File: src/rtl/scale_controller.sv
// Scale-mode controller: debounced button cycles a queued 1x/2x/8-3x mode that is
// applied at frame boundaries, and a DDA-based frame-buffer address generator.
module scale_controller #(
   parameter int DEBOUNCE_CYCLES = 371250,
   parameter int SRC_W           = 240,
   parameter int SRC_H           = 320
) (
   input  logic        clk_pixel_in,
   input  logic        rst_n_in,
   input  logic        btn_in,
   input  logic [10:0] hcount_in,
   input  logic [9:0]  vcount_in,
   input  logic        new_frame_in,
   output logic [1:0]  scale_out,
   output logic        pending_out,
   output logic [16:0] addr_out,
   output logic        addr_valid_out
);

   typedef enum logic [1:0] {
      MODE_1X   = 2'd0,
      MODE_2X   = 2'd1,
      MODE_8_3X = 2'd2
   } mode_t;

   localparam int               CNT_W    = (DEBOUNCE_CYCLES > 1) ? $clog2(DEBOUNCE_CYCLES) : 1;
   localparam logic [CNT_W-1:0] CNT_LAST = CNT_W'(DEBOUNCE_CYCLES - 1);

   localparam logic [10:0] WIN_W_1X  = 11'(SRC_W);
   localparam logic [10:0] WIN_W_2X  = 11'(2 * SRC_W);
   localparam logic [10:0] WIN_W_83X = 11'((8 * SRC_W) / 3);
   localparam logic [9:0]  WIN_H_1X  = 10'(SRC_H);
   localparam logic [9:0]  WIN_H_2X  = 10'(2 * SRC_H);
   localparam logic [9:0]  WIN_H_83X = 10'((8 * SRC_H) / 3);

   localparam logic [10:0] COL_LIM  = 11'(SRC_W);
   localparam logic [9:0]  ROW_LIM  = 10'(SRC_H);
   localparam logic [16:0] ROW_STEP = 17'(SRC_W);

   // ------------------------------------------------------------------
   // Button synchronizer and debounce
   // ------------------------------------------------------------------
   logic [1:0]       sync_reg;
   logic [CNT_W-1:0] cnt_reg;
   logic             db_reg;
   logic             db_prev_reg;
   logic             press;

   always_ff @(posedge clk_pixel_in or negedge rst_n_in) begin
      if (!rst_n_in) begin
         sync_reg    <= 2'b00;
         cnt_reg     <= '0;
         db_reg      <= 1'b0;
         db_prev_reg <= 1'b0;
      end else begin
         sync_reg    <= {sync_reg[0], btn_in};
         db_prev_reg <= db_reg;
         // Any return to the accepted level restarts the stability count
         if (sync_reg[1] == db_reg) begin
            cnt_reg <= '0;
         end else if (cnt_reg == CNT_LAST) begin
            db_reg  <= sync_reg[1];
            cnt_reg <= '0;
         end else begin
            cnt_reg <= cnt_reg + CNT_W'(1);
         end
      end
   end

   assign press = db_reg & ~db_prev_reg;

   // ------------------------------------------------------------------
   // Pending / active mode
   // ------------------------------------------------------------------
   mode_t pend_reg;
   mode_t pend_next;
   mode_t scale_reg;
   mode_t scale_next;
   logic  pending_reg;
   logic  pending_next;

   function automatic mode_t advance_mode(input mode_t m);
      case (m)
         MODE_1X: advance_mode = MODE_2X;
         MODE_2X: advance_mode = MODE_8_3X;
         default: advance_mode = MODE_1X;
      endcase
   endfunction

   always_ff @(posedge clk_pixel_in or negedge rst_n_in) begin
      if (!rst_n_in) begin
         pend_reg    <= MODE_1X;
         scale_reg   <= MODE_1X;
         pending_reg <= 1'b0;
      end else begin
         pend_reg    <= pend_next;
         scale_reg   <= scale_next;
         pending_reg <= pending_next;
      end
   end

   // A press coinciding with the frame pulse is queued behind the mode being applied
   always_comb begin
      pend_next    = pend_reg;
      scale_next   = scale_reg;
      pending_next = pending_reg;
      if (new_frame_in) begin
         scale_next   = pend_reg;
         pending_next = 1'b0;
      end
      if (press) begin
         pend_next    = advance_mode(pend_reg);
         pending_next = 1'b1;
      end
   end

   assign scale_out   = scale_reg;
   assign pending_out = pending_reg;

   // ------------------------------------------------------------------
   // Address generation
   // ------------------------------------------------------------------
   logic [10:0] col_reg;
   logic [2:0]  col_acc_reg;
   logic [9:0]  row_reg;
   logic [2:0]  row_acc_reg;
   logic [16:0] row_base_reg;

   logic [3:0]  step_inc;
   logic [10:0] win_w;
   logic [9:0]  win_h;
   logic [3:0]  col_sum;
   logic [3:0]  row_sum;
   logic [10:0] col_cur;
   logic [2:0]  col_acc_cur;
   logic [9:0]  row_cur;
   logic [2:0]  row_acc_cur;
   logic [16:0] row_base_cur;
   logic        in_window;
   logic [16:0] addr_next;

   // Accumulator step per pixel: 8 always carries (1x), 4 carries every
   // other pixel (2x), 3 gives floor(3n/8) (8/3x)
   always_comb begin
      step_inc = 4'd8;
      win_w    = WIN_W_1X;
      win_h    = WIN_H_1X;
      case (scale_reg)
         MODE_2X: begin
            step_inc = 4'd4;
            win_w    = WIN_W_2X;
            win_h    = WIN_H_2X;
         end
         MODE_8_3X: begin
            step_inc = 4'd3;
            win_w    = WIN_W_83X;
            win_h    = WIN_H_83X;
         end
         default: begin
            step_inc = 4'd8;
            win_w    = WIN_W_1X;
            win_h    = WIN_H_1X;
         end
      endcase
   end

   always_comb begin
      col_sum = {1'b0, col_acc_reg} + step_inc;
      row_sum = {1'b0, row_acc_reg} + step_inc;

      col_cur     = col_reg + 11'(col_sum[3]);
      col_acc_cur = col_sum[2:0];
      if (hcount_in == 11'd0) begin
         col_cur     = 11'd0;
         col_acc_cur = 3'd0;
      end

      row_cur      = row_reg;
      row_acc_cur  = row_acc_reg;
      row_base_cur = row_base_reg;
      if (hcount_in == 11'd0) begin
         if (vcount_in == 10'd0) begin
            row_cur      = 10'd0;
            row_acc_cur  = 3'd0;
            row_base_cur = 17'd0;
         end else begin
            row_cur      = row_reg + 10'(row_sum[3]);
            row_acc_cur  = row_sum[2:0];
            row_base_cur = row_sum[3] ? (row_base_reg + ROW_STEP) : row_base_reg;
         end
      end

      // Source bounds guard keeps the address inside the frame buffer
      in_window = (hcount_in < win_w) && (vcount_in < win_h) &&
                  (col_cur < COL_LIM) && (row_cur < ROW_LIM);
      addr_next = in_window ? (row_base_cur + {6'd0, col_cur}) : 17'd0;
   end

   always_ff @(posedge clk_pixel_in or negedge rst_n_in) begin
      if (!rst_n_in) begin
         col_reg        <= 11'd0;
         col_acc_reg    <= 3'd0;
         row_reg        <= 10'd0;
         row_acc_reg    <= 3'd0;
         row_base_reg   <= 17'd0;
         addr_out       <= 17'd0;
         addr_valid_out <= 1'b0;
      end else begin
         col_reg        <= col_cur;
         col_acc_reg    <= col_acc_cur;
         row_reg        <= row_cur;
         row_acc_reg    <= row_acc_cur;
         row_base_reg   <= row_base_cur;
         addr_out       <= addr_next;
         addr_valid_out <= in_window;
      end
   end

endmodule

File: config.mk
export PLATFORM = sky130hd
export DESIGN_NAME = scale_controller
export DESIGN_NICKNAME = d
export VERILOG_FILES = /design/src/rtl/scale_controller.sv
export SDC_FILE = /design/constraint.sdc
export NUM_CORES = 1
export LEC_CHECK = 0
export CORE_AREA = 2 2 117 119
export CTS_CLUSTER_DIAMETER = 100
export CTS_CLUSTER_SIZE = 8
export DETAILED_ROUTE_END_ITERATION = 10
export DIE_AREA = 0 0 119 121
export HOLD_SLACK_MARGIN = 0.02
export PLACE_DENSITY = 0.61
export SETUP_SLACK_MARGIN = 0.3
export SLEW_MARGIN = 25
export SYNTH_ARGS = -nofsm -noshare
export SYNTH_HDL_FRONTEND = slang
export SYNTH_SLANG_ARGS = --single-unit
File: constraint.sdc
create_clock -name clk_pixel_in -period 4 [get_ports clk_pixel_in]
set_input_delay 0.6 -clock clk_pixel_in [delete_from_list [all_inputs] [get_ports clk_pixel_in]]
set_output_delay 0.6 -clock clk_pixel_in [all_outputs]
set_load 0.005 [all_outputs]
==> flow_metrics.env <==
export IMPL_outcome="complete, but fails checks"
export IMPL_failed_checks="negative setup slack"
export IMPL_syn_inst=540
export IMPL_vias=4461
export IMPL_grt_ovfl_total=0
export IMPL_grt_setup_unrepaired="true"
export IMPL_clock_sinks=90
export IMPL_clk_latency_ns=0.35
export IMPL_syn_to_final_growth_pct=37.5
export IMPL_die_w_um=119
export IMPL_min_path_type="reg -> reg"
export IMPL_crit_type="reg -> reg"
export IMPL_wl_mm=13.3
export IMPL_fin_nets=721
export IMPL_power_density_mw_per_mm2=400
export IMPL_syn_nets=600
export IMPL_ir_drop_mv=0.204
export IMPL_largest_reg_flops=19
export IMPL_leakagePower_uw=0.00311
export IMPL_dieArea_mm2=0.0144
export IMPL_grt_pass1_wl_mm=22.3
export IMPL_layout_cells_non_filler=842
export IMPL_synthFlopType="dfrtp_1"
export IMPL_drive_gt1_share_pct=24.2
export IMPL_detail_route_iter0_violations=249
export IMPL_antenna_found_initial=0
export IMPL_hold_viol_final=0
export IMPL_synth_seq_cells=90
export IMPL_yosysTopAreaCellShare_pct=43.4
export IMPL_n_antenna_cell=0
export IMPL_grt_usage_pct=19.5
export IMPL_wire_per_inst_um=15.7
export IMPL_fin_crit_sh_pct=101
export IMPL_synth_edf_count=0
export IMPL_io_buffers=45
export IMPL_dp_cells=810
export IMPL_yosysMostFrequentCell="dfrtp_1"
export IMPL_synth_area_top_cells="dfrtp_1 (43%), ha_1 (8.2%), xor2_1 (4.7%)"
export IMPL_fp_dieH_um=121
export IMPL_cts_root_buf="clkbuf_16"
export IMPL_worst_slack_ns=-0.0507
export IMPL_worst_slew_pin_slew_ns=0.853
export IMPL_core_region_area_mm2=0.0131
export IMPL_ant_nets=0
export IMPL_gp_congestion=0.841
export IMPL_grt_max_degree=67
export IMPL_synth_largest_area_cell="dfrtp_1"
export IMPL_slew_viol_final=0
export IMPL_ys_warn_count=0
export IMPL_clock_path_buffers=2
export IMPL_fmax_ghz=0.247
export IMPL_num_io_pins=46
export IMPL_fin_tns_setup_ns=-0.0948
export IMPL_nFillCells=1133
export IMPL_crit_arrival_ns=4.33
export IMPL_setup_violations=2
export IMPL_cp_required_ns=4.28
export IMPL_drv_cap=0
export IMPL_synth_avg_cell_area_um2=9.61
export IMPL_clock_skew_ns=0.00474
export IMPL_cts_buffers=9
export IMPL_detailed_place_hpwl_mm=9.02
export IMPL_firstDrtPassIters=4
export IMPL_clk_pin_slew_ns=0.06
export IMPL_syn_cell_area_mm2=0.00519
export IMPL_ys_top_cells_by_count="dfrtp_1 (90), nor2_1 (62), nand2_1 (35)"
export IMPL_end_kind="register"
export IMPL_async_flop_share_pct=100
export IMPL_start_util_pct=39.7
export IMPL_start_kind="register"
export IMPL_seq_area_frac_synth_pct=43.4
export IMPL_grt_pass1_vias=4674
export IMPL_fp_row_count=42
export IMPL_drc=0
export IMPL_ys_types=57
export IMPL_slew_headroom_pct=43.1
export IMPL_crit_fanout=3
export IMPL_cts_tree="yes"
export IMPL_period_needed_ns=4.05
export IMPL_ctsHtreeMaxLevel=3
export IMPL_viasPerCell=5.30
[layout by cell type (no fill, tap or decap), drive strengths merged, types with 8 or more instances in the layout]
master         count
and2              14
a21oi             30
and3               8
clkdlybuf4s50     44
clkbuf            13
nor3              16
buf               84
a21o              13
nand2             35
xnor2             20
ha                34
inv               15
nand2b             8
xor2              28
o31ai             10
nor2              62
nor4               9
nand3             27
nand4             13
dfrtp             90
or4                9
o21ai             24
[stage by stage]
step                      setup WS [ns]  utilization (%)  cell area, um2  total power, uW  hold WS (ns)
after global routing             -0.280             54.5            7140             3030         0.375
after detailed placement         -0.278             48.6            6360             1840         0.338
after floorplan                  0.0631                -            5290             1520         0.304
after global placement           -0.218             48.6            6360             1820         0.337
after CTS                        0.0260             52.9            6920             2820         0.353
final                           -0.0507             54.5            7140             2850         0.350
[repair_timing]
action,CTS,global route
cloned,1,0
setup endpoints to repair,18,18
resized for setup,31,38
pin swaps,20,17
hold buffers,0,0
buffers inserted,8,7
[layout make-up]
cell class	count	area, um2	share of cell area (%)
repair buffers	128	1130	15.9
multi-input cells	417	3170	44.4
well taps	176	220	3.09
inverters	15	58.8	0.824
flip-flops and latches	90	2250	31.6
clock inverters	3	47.5	0.666
clock buffers	13	260	3.65
[worst max-delay path, cell delays in order, from the launching register on]
cell and delay [ns]:
dfrtp_1 0.40, buf_6 0.14, ha_4 0.15, a21o_1 0.21
a31oi_4 0.15, xnor2_1 0.14, buf_4 0.16, ha_4 0.13
nand4_1 0.11, nor2_2 0.14, xnor2_1 0.14, nor2_1 0.09
ha_1 0.35, buf_4 0.13, nand4b_1 0.09, or4_4 0.43
o211a_4 0.17, a2111oi_4 0.23, nor3_2 0.10, or3_4 0.37
a21oi_2 0.14
[report_power, final]
group | total [uW] | leakage (uW) | internal [uW] | switching [uW]
combinational | 925 | 0.00174 | 445 | 480
sequential | 1060 | 0.00121 | 985 | 69.9
clock | 874 | 0.000150 | 521 | 353
[kinds of logic (layout without fill, tap and decap cells)]
kind of cell / Yosys count / in the layout / share of synthesized area, %
fa+ha+maj: 35 / 35 / 8.58
compound gates: 110 / 110 / 14.2
buf+inv: 33 / 159 / 2.63
flops: 90 / 90 / 43.4
simple gates: 220 / 220 / 22.3
xor+xnor: 48 / 48 / 8.10
mux: 4 / 4 / 0.820
[final timing paths]
check	from	end	slack, ns	cells past startpoint
worst max-delay path	scale_out[1]	addr_out[15]	-0.05	20
worst min-delay path	sync_reg[0]	sync_reg[1]	0.35	0
worst max register to register	scale_out[1]	addr_out[15]	-0.05	20
worst min register to register	sync_reg[0]	sync_reg[1]	0.35	0
max in group asynchronous	rst_n_in	row_base_reg[8]	2.78	2
min in group asynchronous	rst_n_in	addr_out[7]	0.37	1
[per-layer routing]
layer	routed length, um	up-vias	global-route usage (%)
met5	0	-	0
met4	317	0	9.90
met3	493	19	2.82
met2	6270	104	31.6
met1	6170	2160	25.5
li1	-	2178	-
(Power assumes the default switching activity.)
